File: src/rtl/logic_unit_sched_pkg.sv
// logic_unit_sched_pkg: shared constants for the logic-unit scheduler.
//   DEF_WIDTH / DEF_OPW  default operand width and opcode width
//   OP_*                 opcode encoding of the bitwise unit
//   state_e              scheduler FSM states
package logic_unit_sched_pkg;

    localparam int DEF_WIDTH = 16;
    localparam int DEF_OPW   = 3;

    localparam logic [2:0] OP_AND   = 3'd0;
    localparam logic [2:0] OP_OR    = 3'd1;
    localparam logic [2:0] OP_XOR   = 3'd2;
    localparam logic [2:0] OP_XNOR  = 3'd3;
    localparam logic [2:0] OP_NAND  = 3'd4;
    localparam logic [2:0] OP_NOR   = 3'd5;
    localparam logic [2:0] OP_NOTA  = 3'd6;
    localparam logic [2:0] OP_PASSB = 3'd7;

    typedef enum logic [1:0] {
        IDLE = 2'd0,
        EXEC = 2'd1,
        RESP = 2'd2
    } state_e;

endpackage

File: src/rtl/logic_unit_core.sv
// logic_unit_core: purely combinational bitwise unit.
//   op  opcode (see logic_unit_sched_pkg OP_*)
//   a,b operands
//   y   result; bit i depends only on a[i], b[i]
module logic_unit_core
    import logic_unit_sched_pkg::*;
#(
    parameter int WIDTH = DEF_WIDTH
) (
    input  logic [2:0]       op,
    input  logic [WIDTH-1:0] a,
    input  logic [WIDTH-1:0] b,
    output logic [WIDTH-1:0] y
);

    always_comb begin
        y = '0;
        case (op)
            OP_AND:   y = a & b;
            OP_OR:    y = a | b;
            OP_XOR:   y = a ^ b;
            OP_XNOR:  y = ~(a ^ b);
            OP_NAND:  y = ~(a & b);
            OP_NOR:   y = ~(a | b);
            OP_NOTA:  y = ~a;
            OP_PASSB: y = b;
            default:  y = '0;
        endcase
    end

endmodule

File: src/rtl/logic_unit_sched.sv
// logic_unit_sched: round-robin scheduler sharing one bitwise logic unit
// between two requesters. Each accepted transaction walks IDLE -> EXEC ->
// RESP; the result is registered in EXEC and held in RESP until consumed.
//   clk, rst_n                 clock, async active-low reset
//   reqN_valid/ready/op/a/b    requester N issue channel (N = 0, 1)
//   rsp_valid/ready/id/data    tagged result channel with backpressure
//   rsp_zero                   result==0 flag (only with LOGIC_UNIT_SCHED_ZFLAG_EN)
//   busy                       high whenever not IDLE
// Optional feature macro: LOGIC_UNIT_SCHED_ZFLAG_EN
module logic_unit_sched
    import logic_unit_sched_pkg::*;
#(
    parameter int WIDTH = DEF_WIDTH,
    parameter int OPW   = DEF_OPW
) (
    input  logic             clk,
    input  logic             rst_n,
    input  logic             req0_valid,
    output logic             req0_ready,
    input  logic [OPW-1:0]   req0_op,
    input  logic [WIDTH-1:0] req0_a,
    input  logic [WIDTH-1:0] req0_b,
    input  logic             req1_valid,
    output logic             req1_ready,
    input  logic [OPW-1:0]   req1_op,
    input  logic [WIDTH-1:0] req1_a,
    input  logic [WIDTH-1:0] req1_b,
    output logic             rsp_valid,
    input  logic             rsp_ready,
    output logic             rsp_id,
    output logic [WIDTH-1:0] rsp_data,
`ifdef LOGIC_UNIT_SCHED_ZFLAG_EN
    output logic             rsp_zero,
`endif
    output logic             busy
);

    state_e           state_q, state_d;
    logic             last_grant_q, last_grant_d;
    logic [OPW-1:0]   op_q, op_d;
    logic [WIDTH-1:0] a_q, a_d;
    logic [WIDTH-1:0] b_q, b_d;
    logic             id_q, id_d;
    logic [WIDTH-1:0] rsp_data_q, rsp_data_d;
    logic             rsp_id_q, rsp_id_d;
    logic             grant_id;
    logic [WIDTH-1:0] core_y;

    // On a tie the requester that was not served last wins; otherwise the
    // single valid requester wins (req1_valid alone selects 1).
    always_comb begin
        grant_id = req1_valid;
        if (req0_valid && req1_valid) grant_id = ~last_grant_q;
    end

    assign req0_ready = (state_q == IDLE) && req0_valid && !grant_id;
    assign req1_ready = (state_q == IDLE) && req1_valid &&  grant_id;
    assign rsp_valid  = (state_q == RESP);
    assign busy       = (state_q != IDLE);
    assign rsp_id     = rsp_id_q;
    assign rsp_data   = rsp_data_q;

    logic_unit_core #(.WIDTH(WIDTH)) u_core (
        .op (op_q[2:0]),
        .a  (a_q),
        .b  (b_q),
        .y  (core_y)
    );

    always_comb begin
        state_d      = state_q;
        last_grant_d = last_grant_q;
        op_d         = op_q;
        a_d          = a_q;
        b_d          = b_q;
        id_d         = id_q;
        rsp_data_d   = rsp_data_q;
        rsp_id_d     = rsp_id_q;
        case (state_q)
            IDLE: begin
                if (req0_ready || req1_ready) begin
                    op_d    = grant_id ? req1_op : req0_op;
                    a_d     = grant_id ? req1_a  : req0_a;
                    b_d     = grant_id ? req1_b  : req0_b;
                    id_d    = grant_id;
                    state_d = EXEC;
                end
            end
            EXEC: begin
                rsp_data_d = core_y;
                rsp_id_d   = id_q;
                state_d    = RESP;
            end
            RESP: begin
                if (rsp_ready) begin
                    last_grant_d = rsp_id_q;
                    state_d      = IDLE;
                end
            end
            default: state_d = IDLE;
        endcase
    end

    always_ff @(posedge clk or negedge rst_n) begin
        if (!rst_n) begin
            state_q      <= IDLE;
            last_grant_q <= 1'b1;
            op_q         <= '0;
            a_q          <= '0;
            b_q          <= '0;
            id_q         <= 1'b0;
            rsp_data_q   <= '0;
            rsp_id_q     <= 1'b0;
        end else begin
            state_q      <= state_d;
            last_grant_q <= last_grant_d;
            op_q         <= op_d;
            a_q          <= a_d;
            b_q          <= b_d;
            id_q         <= id_d;
            rsp_data_q   <= rsp_data_d;
            rsp_id_q     <= rsp_id_d;
        end
    end

`ifdef LOGIC_UNIT_SCHED_ZFLAG_EN
    logic zero_q, zero_d;

    always_comb begin
        zero_d = zero_q;
        if (state_q == EXEC) zero_d = (core_y == '0);
    end

    always_ff @(posedge clk or negedge rst_n) begin
        if (!rst_n) zero_q <= 1'b0;
        else        zero_q <= zero_d;
    end

    assign rsp_zero = zero_q;
`endif

endmodule

File: config.mk
export PLATFORM = sky130hd
export DESIGN_NAME = logic_unit_sched
export DESIGN_NICKNAME = d
export VERILOG_FILES = /design/src/rtl/logic_unit_sched_pkg.sv /design/src/rtl/logic_unit_core.sv /design/src/rtl/logic_unit_sched.sv
export SDC_FILE = /design/constraint.sdc
export NUM_CORES = 1
export LEC_CHECK = 0
export ABC_AREA = 1
export BUFFER_PORTS_ARGS = -buffer_cell sky130_fd_sc_hd__buf_4
export CAP_MARGIN = 15
export CORE_MARGIN = 5
export CORE_UTILIZATION = 60
export CTS_CLUSTER_SIZE = 12
export DETAILED_ROUTE_END_ITERATION = 6
export GPL_TIMING_DRIVEN = 0
export HOLD_SLACK_MARGIN = 0.06
export PLACE_DENSITY_LB_ADDON = 0.15
export RECOVER_POWER = 25
export SETUP_SLACK_MARGIN = 0.5
export SLEW_MARGIN = 0
export SYNTH_ARGS = -nofsm -noshare
export SYNTH_HDL_FRONTEND = slang
export SYNTH_SLANG_ARGS = --single-unit
File: constraint.sdc
create_clock -name clk -period 3.93 [get_ports clk]
set_input_delay 0.393 -clock clk [delete_from_list [all_inputs] [get_ports clk]]
set_output_delay 0.393 -clock clk [all_outputs]
set_load 0.005 [all_outputs]
-- Word level (Yosys, flattened, before mapping)
Cells that the tools add are included.
- mux-type cells: 8
- bitwise gates (word level): 8
- reduce and logical (&&, ||, !) cells: 13
- equality and inequality tests: 11
- operators by type and width (cell ; number):
    16-bit one-hot mux with 8 select lines ; 1
    16-bit NOT ; 4
    16-bit 2-to-1 mux ; 2
    16-bit bitwise AND ; 1
    16-bit bitwise OR ; 1
    16-bit XOR ; 1
    3-bit equality test (second input constant) ; 4
    3-bit by 2-bit equality test with 1-bit output (second input constant) ; 2
    2-bit one-hot mux with 3 select lines ; 1
    2-bit AND reduction ; 3
    1-bit logical AND ; 5
    2-bit 2-to-1 mux ; 2
    2-bit by 1-bit != test with 1-bit output (second input constant) ; 2
    3-bit by 1-bit equality test with 1-bit output (second input constant) ; 1
    3-bit logical NOT ; 1
    3-bit 2-to-1 mux ; 1
    2-bit by 1-bit equality test with 1-bit output (second input constant) ; 1
    2-bit equality test (second input constant) ; 1
    2-bit logical NOT ; 1
    2-bit nonzero test ; 1
    1-bit logical NOT ; 1
    1-bit logical OR ; 1
    1-bit 2-to-1 mux ; 1
    1-bit NOT ; 1
- logic and storage cells: 48
- flip-flop bits (word level): 56
- bits of input ports: 75
- output and inout bits: 21

-- Depth between registers and ports, before layout
Gate-level depths: netlist (run 1).
- word-level depth: 7
- mapped depth: 10
- gate-level depth less buffers: 9

-- By module
Synthesis (run 1) repeated with hierarchy kept, for this count alone.
- cell total of the unflattened synthesis: 717
- area total of the unflattened synthesis: 4753.3 um^2
- modules (own cells, without submodules) (module ; sequential area each (um^2) ; cells each ; area each (um^2) ; instances):
    logic_unit_sched ; 1402.6 ; 364 ; 2793.9 ; 1
    logic_unit_core ; 0.0 ; 353 ; 1959.4 ; 1

-- Least setup slack after synthesis (run 1)
No wires, ideal clock.
- path type: flip-flop to output port
- start point: register last_grant_q
- end point: output req0_ready
- arrival time: 1.045 ns
- data required time: 3.537 ns
- path slack: 2.492 ns
- cell stages (with the launch flop): 6
- path buffers: 1
- cell sequence: dfstp_2 -> nand2_1 -> nand2_2 -> inv_4 -> buf_2 -> nor2_1
- word-level cells in the longest chain between the ends: 4
- RTL lines (what ; RTL line ; text):
    from (decl) ; logic_unit_sched.sv:39 ; logic last_grant_q, last_grant_d;
    from (signal assigned) ; logic_unit_sched.sv:116 ; last_grant_q <= last_grant_d;
    1-bit NOT ; logic_unit_sched.sv:53 ; if (req0_valid && req1_valid) grant_id = ~last_grant_q;
    1-bit 2-to-1 mux ; logic_unit_sched.sv:53 ;
    1-bit logical NOT ; logic_unit_sched.sv:56 ; assign req0_ready = (state_q == IDLE) && req0_valid && !grant_id;
    1-bit logical AND ; logic_unit_sched.sv:56 ;
    to (decl) ; logic_unit_sched.sv:19 ; output logic req0_ready,
Every way passes these cells.

-- Worst setup path after layout (run 1)
Ends and elaborated chain as after synthesis.

==> results.rst, run 1 <==
.. list-table::
   :header-rows: 1

   * - Metric
     - Value
   * - Result of the run
     - finished, final reports clean
   * - Cell area after layout
     - 0.00548 mm^2
   * - Worst hold path type
     - primary input to asynchronous set/reset pin
   * - CTS hold repair buffers
     - 0
   * - Max-capacitance violation count
     - 0
   * - Worst setup skew after layout
     - 10.9 ps
   * - Power Dens Cells
     - 820 mW/mm^2
   * - Number of fill cells in the layout
     - 574
   * - Yosys top cell area share
     - 30.2%
   * - Post-CTS clock slew at the launch and capture registers of the worst setup and hold paths
     - 110 ps
   * - Worst Path Required
     - 3540 ps
   * - Sum Neg Setup Slack
     - 0 ps
   * - Count of final hold-check violations
     - 0
   * - Initial standard-cell utilization of the core
     - 62.1%
   * - Net Count, Synth
     - 745
   * - Kind of capture point of the worst setup path
     - primary output
   * - Buffer depth of the longest clock path
     - 2
   * - Critical path data arrival time
     - 1670 ps
   * - Slew at the pin closest to its max-slew limit
     - 684 ps
   * - Post-DP Area
     - 0.00539 mm^2
   * - Combinational power share
     - 68.7%
   * - Total of buffers placed on input and output ports
     - 95
   * - Clock tree root driver cell
     - clkbuf_8
   * - Largest net degree at the start of global routing
     - 57
   * - Synth area leader
     - dfrtp_1
   * - CP max FO
     - 10
   * - Number of diodes
     - 0
   * - Die X
     - 97.1 um
   * - Number of design-rule violations left by the first detailed-router iteration
     - 361
   * - Largest cells by area after synthesis
     - dfrtp_1 30%, nand2_1 12%, ha_1 8.8%
   * - Register Area
     - 0.00140 mm^2
   * - Final Power
     - 4.49 mW
   * - Cell internal pwr
     - 2.12 mW
   * - Height of the die
     - 97.1 um
   * - Share of the core filled with cells in the final layout
     - 74.8%
   * - First-pass GRT wire length
     - 23100 um
   * - TritonCTS clock tree
     - built
   * - Congestion Overflow GR
     - 0
   * - Time the final worst path needs with I/O delays and setup
     - 2070 ps
   * - Number of pins with negative max-slew slack in the final report
     - 0
   * - Initial antenna violation count
     - 0
   * - Post_cts resized
     - 0
   * - Leading cell type in the layout, fill and taps excluded
     - nand2_1
   * - Placeable core area
     - 0.00733 mm^2
   * - Psw
     - 2.37 mW
   * - Antenna-violating nets left
     - 0
   * - Mean routed wirelength per cell
     - 16.9 um
   * - Peak supply drop
     - 0.433 mV
   * - Fraction of layout cells with a size suffix above 1
     - 25.8%
   * - Final-stage net count
     - 847
   * - Headroom to the max-slew limit
     - 54.4%
   * - Mean cell area of the mapped netlist
     - 7.13 um^2
   * - Source-to-sink clock delay at the later pin of the worst-skew pair
     - 320 ps
   * - Detail Placement HPWL
     - 11200 um
   * - Vias in the first global route
     - 4663
   * - Boundary Pins
     - 96
   * - CTS Sinks
     - 56
   * - Highest achievable clock rate
     - 0.484 GHz
   * - Sort of element at the start of the critical path
     - flop
   * - Leakage dissipation
     - 3.05 nW
   * - Via/cell ratio
     - 5.62
   * - Netlist area before placement
     - 0.00455 mm^2
   * - Maximum level of the CTS H-tree
     - 2
   * - Classification of the worst setup path
     - flop to primary output
   * - Setup repair after global routing missed its margin
     - no
   * - Fraction of the yosys area taken by sequential cells
     - 30.8%
   * - DRC Markers
     - 0
   * - Unique masters post-synth
     - 26
   * - Drt pass-1 iters
     - 5
   * - Final setup violating endpoints
     - 0
   * - TritonCTS buffer count
     - 5
   * - Count of warnings emitted by yosys
     - 0
   * - Total Wirelength
     - 14200 um
   * - Multi-input logic area
     - 0.00253 mm^2
   * - Global routing usage summed across all routing layers
     - 29.7%
   * - Period utilization
     - 52.5%
   * - Number of placement rows
     - 31
   * - Area growth syn-to-layout
     - 20.5%
   * - Clock network power share
     - 7.6%
   * - Switching share of power
     - 52.7%
   * - Post-CTS setup buffers
     - 0
   * - Via count
     - 4721
   * - Gpl congestion
     - 0.983
   * - Overall die area
     - 0.00943 mm^2
   * - Flip-flop and latch count after synthesis
     - 56
   * - Highest-count cells in the layout ignoring fill and taps
     - 148 x nand2_1, 107 x buf_4, 86 x inv_1
   * - Seq pwr share
     - 23.7%
   * - Number of instances in the synthesized netlist
     - 638
==> state kept, by name, summed over array words and instances (netlist names) <==
signal / count
a_q: 16
b_q: 16
id_q: 1
last_grant_q: 1
op_q: 3
rsp_data: 16
rsp_id: 1
state_q: 2
==> power groups by stage <==
stage,logic [mW],registers (mW),clock network (mW)
3_3_place_gp,2.92,1.05,0
6_report,3.09,1.07,0.342
4_1_cts,3.00,1.06,0.344
3_5_place_dp,2.99,1.07,0
2_1_floorplan,2.05,1.04,0
5_1_grt,3.41,1.10,0.366
==> layer usage <==
metal	wire, um	track usage (%)	vias up	part of all wire [%]
li1	-	-	2299	-
met1	6340	41.3	2128	45
met2	6080	46.1	263	43
met3	1460	6.39	31	10
met4	320	9.40	0	2.3
met5	0	0	-	0
==> final cells by class <==
type                            count  share of cell area [%]
Clock inverter                      3                   0.457
Clock buffer                        5                    1.26
Sequential cell                    56                    25.6
Multi-Input combinational cell    445                    46.1
Tap cell                           99                    2.26
Buffer                             45                    4.91
Inverter                           92                    6.39
Timing Repair Buffer               95                    13.0
==> logic make-up after synthesis <==
group                    Yosys count  synth area share [%]
AND/OR/NAND/NOR                  323                  34.8
buffers and inverters            137                  13.6
AO/OA/AOI/OAI                     89                  11.7
flip-flops                        56                  30.8
adder cells (fa/ha/maj)           32                  8.80
multiplexers                       1                 0.247
==> final timing paths <==
| kind | slack, ps | cells past startpoint | startpoint | endpoint |
|---|---|---|---|---|
| worst max register to register | 2220 | 8 | last_grant_q$_DFFE_PN1P_ | op_q[0]$_DFFE_PN0P_ |
| worst min-delay path | 100 | 1 | rst_n | rsp_data[1]$_DFFE_PN0N_ |
| max in group asynchronous | 3370 | 1 | rst_n | b_q[8]$_DFFE_PN0P_ |
| worst max-delay path | 1860 | 6 | last_grant_q$_DFFE_PN1P_ | req0_ready |
| min in group clk | 280 | 2 | rsp_ready | state_q[1]$_DFFE_PN0P_ |
| worst min register to register | 490 | 2 | rsp_data[8]$_DFFE_PN0N_ | rsp_data[8]$_DFFE_PN0N_ |
==> Yosys cell counts <==
master    count
nor2_2        1
nand2_1     148
buf_1         1
inv_2         4
buf_6         4
nand3_1      17
nor2_4        2
nand2_2       5
inv_4         2
a21oi_1       1
nor2_8        1
buf_4        12
mux2_2        1
inv_1        86
dfstp_2       1
ha_1         32
or2_2        35
o21ai_1       6
o21ai_0      47
nand4_1      64
nand3b_1     15
clkbuf_1      8
nor2_1       35
o211ai_1     35
buf_2        20
dfrtp_1      55
==> critical path: stages (launching register included) <==
cell	delay, ps
dfstp_2	560
nand2_1	60
nand2_2	170
inv_4	100
buf_2	190
nor2_1	140
buf_4	130
==> metrics by stage <==
stage,setup WS (ps),hold slack (ps),instances
global placement,2240,463,832
global route,1760,164,840
floorplan,2490,97.4,638
CTS,1870,127,840
finish,1860,100,840
detailed placement,2200,467,832
(Power assumes the default switching activity.)
==> run 2: changes to the inputs <==
- ABC_AREA: 1 -> 0
- CORE_UTILIZATION: 60 -> 55
- clock period: 3.93 -> 2 ns (I/O delays scaled with it)
==> run 2 against run 1 <==
Compared with the run above:
- sequential cell count did not move
- sequential share of layout area shrank 0.70 points
- non-clock buffer count increased by 25
- global-route usage is 2.5 points lower
- critical path type is now flop to flop
- critical endpoint is now rsp_data[12]$_DFFE_PN0N_
- largest cell class unchanged
==> results.rst, run 2 <==
.. list-table::
   :header-rows: 1

   * - Metric
     - Value
   * - Antenna-violating nets left
     - 0
   * - Setup slack at placement
     - 167 ps
   * - Top cells by instance count after synthesis
     - 55 x dfrtp_1, 50 x a21oi_1, 37 x nor2_1
   * - Worst setup margin
     - 299 ps
   * - Critical path's slowest cell
     - dfrtp_2
   * - Crit-path cells
     - clkbuf_16 -> mux2_4 -> mux2_4 -> a221oi_2 -> a21oi_1
   * - Clock tree root driver cell
     - clkbuf_8
   * - Net Count, Synth
     - 531
   * - Total Wirelength
     - 12900 um
   * - Final setup violating endpoints
     - 0
   * - Total of buffers placed on input and output ports
     - 95
   * - Via/cell ratio
     - 5.87
   * - Max-capacitance violation count
     - 0
   * - Worst setup skew after layout
     - 8.18 ps
   * - Fraction of met1 tracks used by global routing
     - 36.4%
   * - CP max FO
     - 5
   * - Maximum level of the CTS H-tree
     - 2
   * - Worst hold path type
     - primary input to flop
   * - Leading register cell type out of synthesis
     - dfrtp_1
   * - CTS Sinks
     - 56
   * - Flip-flop and latch count after synthesis
     - 56
   * - Die X
     - 96.1 um
   * - Number of synthesized flops with an enable pin
     - 0
   * - Highest-count cells in the layout ignoring fill and taps
     - 121 x buf_4, 53 x dfrtp_1, 50 x a21oi_1
   * - Placeable core area
     - 0.00721 mm^2
   * - Dominant cell type by count on the critical path
     - mux2_4
   * - Overall die area
     - 0.00923 mm^2
   * - Global routing's busiest layer
     - met2
   * - Slew at the pin closest to its max-slew limit
     - 723 ps
   * - Number of placement rows
     - 31
   * - Detail Placement HPWL
     - 8360 um
   * - Leakage dissipation
     - 2.73 nW
   * - Count leader, synth
     - dfrtp_1
   * - Sort of element at the start of the critical path
     - flop
   * - Buffer depth of the longest clock path
     - 2
   * - Source-to-sink clock delay at the later pin of the worst-skew pair
     - 320 ps
   * - Fraction of met2 tracks used by global routing
     - 44.0%
   * - Count of final hold-check violations
     - 0
   * - Headroom to the max-slew limit
     - 51.8%
   * - Peak supply drop
     - 0.785 mV
   * - Area growth syn-to-layout
     - 38.6%
   * - Result of the run
     - finished, final reports clean
   * - Fraction of met3 tracks used by global routing
     - 5.71%
   * - Number of design-rule violations left by the first detailed-router iteration
     - 244
   * - Via count
     - 3881
   * - Initial standard-cell utilization of the core
     - 56.5%
   * - Largest stage delay on the critical path
     - 480 ps
   * - Leading cell type in the layout, fill and taps excluded
     - buf_4
   * - Global routing usage summed across all routing layers
     - 27.2%
   * - Drt pass-1 iters
     - 6
   * - Critical path data arrival time
     - 1910 ps
   * - Fraction of the yosys area taken by sequential cells
     - 34.4%
   * - Highest achievable clock rate
     - 0.588 GHz
   * - Period utilization
     - 85.1%
   * - Classification of the worst setup path
     - flop to flop
   * - Netlist area before placement
     - 0.00407 mm^2
   * - Fraction of layout cells with a size suffix above 1
     - 44.8%
   * - Setup repair after global routing missed its margin
     - yes
   * - Gpl congestion
     - 0.871
   * - DRC Markers
     - 0
   * - Mean routed wirelength per cell
     - 19.5 um
   * - Number of instances in the synthesized netlist
     - 424
   * - Number of buffer and inverter stages on the critical path
     - 1
   * - Unique masters post-synth
     - 29
   * - Synth area leader
     - dfrtp_1
   * - Worst Path Required
     - 2210 ps
   * - Height of the die
     - 96.1 um
   * - Sum Neg Setup Slack
     - 0 ps
   * - Largest net degree at the start of global routing
     - 57
   * - TritonCTS clock tree
     - built
   * - Power Dens Cells
     - 1730 mW/mm^2
   * - Vias in the first global route
     - 3831
   * - Number of diodes
     - 0
   * - Mean cell area of the mapped netlist
     - 9.61 um^2
   * - Kind of capture point of the worst setup path
     - flop
   * - TritonCTS buffer count
     - 5
   * - First-pass GRT wire length
     - 19000 um
   * - Yosys top cell area share
     - 33.8%
   * - Final-stage net count
     - 668
   * - Count of warnings emitted by yosys
     - 0
   * - Async S/R FF share, synth
     - 100%
   * - Post-CTS clock slew at the launch and capture registers of the worst setup and hold paths
     - 110 ps
   * - Time the final worst path needs with I/O delays and setup
     - 1700 ps
   * - Initial antenna violation count
     - 0
   * - Family with the most delay on the worst path
     - multiplexers
   * - Congestion Overflow GR
     - 0
   * - Number of fill cells in the layout
     - 505
   * - Number of pins with negative max-slew slack in the final report
     - 0
   * - Largest cells by area after synthesis
     - dfrtp_1 34%, ha_1 9.8%, mux2i_1 8.6%
   * - Boundary Pins
     - 96
==> run 2: cell types whose count changed in the layout (fill, tap and decap cells not counted), sizes merged, moves of 49 or more <==
cell,change
o21ai,-53
nand2,-150
a21oi,+49
nand4,-64
inv,-58
==> run 2: cell families after synthesis <==
kind of cell	synth area share (%)
AOI/OAI and AO/OA	20.0
adders and majority gates	9.83
buffers and inverters	7.68
DFF	34.4
muxes	18.7
and+or+nand+nor	9.37
==> run 2: final timing paths <==
path	start	end	slack, ps	cells past startpoint
max	op_q[1]$_DFFE_PN0P_	rsp_data[12]$_DFFE_PN0N_	300	5
min	rsp_ready	state_q[1]$_DFFE_PN0P_	160	3
max reg2reg	op_q[1]$_DFFE_PN0P_	rsp_data[12]$_DFFE_PN0N_	300	5
min reg2reg	id_q$_DFFE_PN0P_	id_q$_DFFE_PN0P_	490	1
max in group asynchronous	rst_n	b_q[4]$_DFFE_PN0P_	1020	2
min in group asynchronous	rst_n	a_q[9]$_DFFE_PN0P_	460	2
==> run 2: worst min-delay path: stages <==
cell and delay (ps):
buf_4 110, inv_1 40, a21o_1 100
==> run 2: what timing repair did <==
item,4_1_cts,5_1_grt
hold buffers,1,0
cloned,0,1
gates resized for setup,32,51
endpoints found under the setup margin,55,54
setup buffers,19,14
endpoints found under the hold margin,55,0
pin swaps,1,11
==> run 2: metrics by stage <==
step	cell area, um^2	power, mW	cells	hold WS, ps	utilization [%]
6_report	5650	9.77	661	162	78.3
5_1_grt	5650	10.4	661	161	78.3
4_1_cts	5380	9.08	646	162	74.5
3_5_place_dp	5060	8.00	618	296	70.2
3_3_place_gp	5060	7.72	618	299	70.2
2_1_floorplan	4230	6.42	424	-95.6	-
==> run 2: report_power, final <==
group / internal (mW) / switching, mW
Sequential: 1.72 / 0.496
Clock: 0.251 / 0.415
Combinational: 3.54 / 3.34
Total: 5.51 / 4.25
==> run 2: layout make-up <==
| class | instances | area, um^2 | area share [%] |
|---|---|---|---|
| buffer | 35 | 284 | 5.03 |
| clock inverter | 2 | 16.3 | 0.288 |
| tap | 99 | 124 | 2.19 |
| sequential | 56 | 1410 | 24.9 |
| inverter | 36 | 135 | 2.39 |
| timing repair buffer | 130 | 1000 | 17.8 |
| clock buffer | 6 | 72.6 | 1.29 |
| multi-input combinational | 297 | 2610 | 46.2 |
==> run 2: per-layer routing <==
layer / routed length (um) / vias to the layer above / share of wire, %
met5: 0 / - / 0
met4: 252 / 0 / 2.0
met3: 973 / 33 / 7.6
met2: 6220 / 177 / 48
met1: 5420 / 1881 / 42
li1: - / 1790 / -
==> run 3: changes to the inputs <==
- CORE_UTILIZATION: 55 -> 45
==> run 3 against run 2 <==
Compared with the run above:
- clock skew hardly changed
- fmax grew 0.35%
- via count is 4.6% lower
- sequential cell count did not move
- total power grew 0.34%
- clock-buffer cell count decreased by 1
- sequential share of layout area decreased by 0.20 points
- setup slack improved by 6.0 ps
- sequential power up 2%
- cell area increased by 0.97%
- clock power up 20%
- largest power group unchanged
- highest routed layer unchanged
==> results.rst, run 3 (synthesized netlist as in run 2, its figures left out) <==
.. list-table::
   :header-rows: 1

   * - Metric
     - Value
   * - Result of the run
     - finished, final reports clean
   * - Worst hold path type
     - primary input to flop
   * - Leading cell type in the layout, fill and taps excluded
     - buf_4
   * - Count of final hold-check violations
     - 0
   * - Final Power
     - 9.80 mW
   * - Peak supply drop
     - 0.694 mV
   * - Area growth syn-to-layout
     - 40.0%
   * - Worst setup skew after layout
     - 7.84 ps
   * - Total of buffers placed on input and output ports
     - 95
   * - Highest achievable clock rate
     - 0.590 GHz
   * - Slack of the worst reg-to-reg path
     - 300 ps
   * - Post-CTS clock slew at the launch and capture registers of the worst setup and hold paths
     - 110 ps
   * - Kind of capture point of the worst setup path
     - flop
   * - Max-capacitance violation count
     - 0
   * - Hold Crit Endpoint
     - state_q[1]$_DFFE_PN0P_
   * - Final hold slack
     - 159 ps
   * - Worst Path Required
     - 2200 ps
   * - Sort of element at the start of the critical path
     - flop
   * - Final-stage net count
     - 662
   * - TritonCTS buffer count
     - 5
   * - Boundary Pins
     - 96
   * - Via count
     - 3704
   * - Maximum level of the CTS H-tree
     - 2
   * - Register Area
     - 0.00141 mm^2
   * - Share of the core filled with cells in the final layout
     - 65.1%
   * - Post-DP Area
     - 0.00507 mm^2
   * - Fraction of layout cells with a size suffix above 1
     - 45.9%
   * - Mean routed wirelength per cell
     - 18.5 um
   * - Detail Placement HPWL
     - 8450 um
   * - Final setup violating endpoints
     - 0
   * - Critical path data arrival time
     - 1890 ps
   * - Time the final worst path needs with I/O delays and setup
     - 1700 ps
   * - Reg2reg start
     - op_q[1]$_DFFE_PN0P_
   * - Number of fill cells in the layout
     - 724
   * - Global routing usage summed across all routing layers
     - 21.2%
   * - Worst Hold Depth
     - 3
   * - Highest-count cells in the layout ignoring fill and taps
     - 111 x buf_4, 51 x dfrtp_1, 49 x a21oi_1
   * - Number of diodes
     - 0
   * - Height of the die
     - 105 um
   * - Overall die area
     - 0.0111 mm^2
   * - Via/cell ratio
     - 5.58
   * - CP max FO
     - 10
   * - Source-to-sink clock delay at the later pin of the worst-skew pair
     - 320 ps
   * - Initial antenna violation count
     - 0
   * - Cell area after layout
     - 0.00570 mm^2
   * - Headroom to the max-slew limit
     - 50.2%
   * - Buffer depth of the longest clock path
     - 2
   * - Multi-input logic area
     - 0.00263 mm^2
   * - Hold_sp
     - rsp_ready
   * - TritonCTS clock tree
     - built
   * - Classification of the worst setup path
     - flop to flop
   * - Number of placement rows
     - 34
   * - Vias in the first global route
     - 3768
   * - Antenna-violating nets left
     - 0
   * - Congestion Overflow GR
     - 0
   * - Period utilization
     - 84.8%
   * - Endpoint of the lowest-slack register-to-register path
     - rsp_data[5]$_DFFE_PN0N_
   * - Depth of the most critical reg-to-reg path
     - 5
   * - Gpl congestion
     - 0.861
   * - CTS Sinks
     - 56
   * - Largest net degree at the start of global routing
     - 57
   * - Setup repair after global routing missed its margin
     - yes
   * - Number of design-rule violations left by the first detailed-router iteration
     - 241
   * - DRC Markers
     - 0
   * - Slew at the pin closest to its max-slew limit
     - 747 ps
   * - First-pass GRT wire length
     - 19000 um
   * - Initial standard-cell utilization of the core
     - 46.5%
   * - Drt pass-1 iters
     - 5
   * - Leakage dissipation
     - 2.73 nW
   * - Die X
     - 105 um
   * - Clock tree root driver cell
     - clkbuf_8
   * - Critical Path Start
     - op_q[1]$_DFFE_PN0P_
   * - Number of pins with negative max-slew slack in the final report
     - 0
   * - Placeable core area
     - 0.00876 mm^2
   * - Power Dens Cells
     - 1720 mW/mm^2
   * - Sum Neg Setup Slack
     - 0 ps
   * - Total Wirelength
     - 12300 um
-- run 3: area by class of cell --
type | count | area share (%)
sequential | 56 | 24.7
inverter | 36 | 2.37
clock inverter | 3 | 0.834
tap | 108 | 2.37
timing repair buffer | 124 | 17.1
buffer | 35 | 5.35
multi-input combinational | 297 | 46.1
clock buffer | 5 | 1.21
-- run 3: timing repair --
action | 4_1_cts | 5_1_grt
endpoints found under the hold margin | 55 | 0
buffers inserted | 18 | 9
hold buffers | 1 | 0
gates resized for setup | 43 | 55
endpoints found under the setup margin | 55 | 52
gates cloned | 0 | 1
pin swaps | 2 | 7
-- run 3: worst max-delay path: stages (launching register included) --
cell and delay, ps:
dfrtp_2 480, buf_12 170, mux2_4 290, mux2_4 260, a221oi_2 270, a21oi_1 100
-- run 3: per-layer routing --
| metal | wire [um] | global-route usage, % |
|---|---|---|
| met1 | 5330 | 28.9 |
| met2 | 6170 | 34.5 |
| met3 | 609 | 2.77 |
| met4 | 201 | 7.12 |
| met5 | 0 | 0 |
-- run 3: worst max-delay path by stage --
stage	end	slack, ps	depth (start not counted)
after floorplan	rsp_data[11]$_DFFE_PN0N_	480	6
after global placement	rsp_data[5]$_DFFE_PN0N_	160	6
after detailed placement	rsp_data[9]$_DFFE_PN0N_	130	7
after CTS	rsp_data[5]$_DFFE_PN0N_	310	6
after global routing	rsp_data[14]$_DFFE_PN0N_	240	6
final	rsp_data[5]$_DFFE_PN0N_	300	5
-- run 3: power by group --
part	internal, mW	switching (mW)	total (mW)
combinational	3.51	3.23	6.74
sequential	1.72	0.537	2.26
clock	0.379	0.424	0.802
total	5.61	4.19	9.80
-- run 3: stage by stage --
stage,setup slack (ps),std cells
global placement,162,627
floorplan,481,424
global route,236,664
finish,305,664
CTS,312,654
detailed placement,131,627
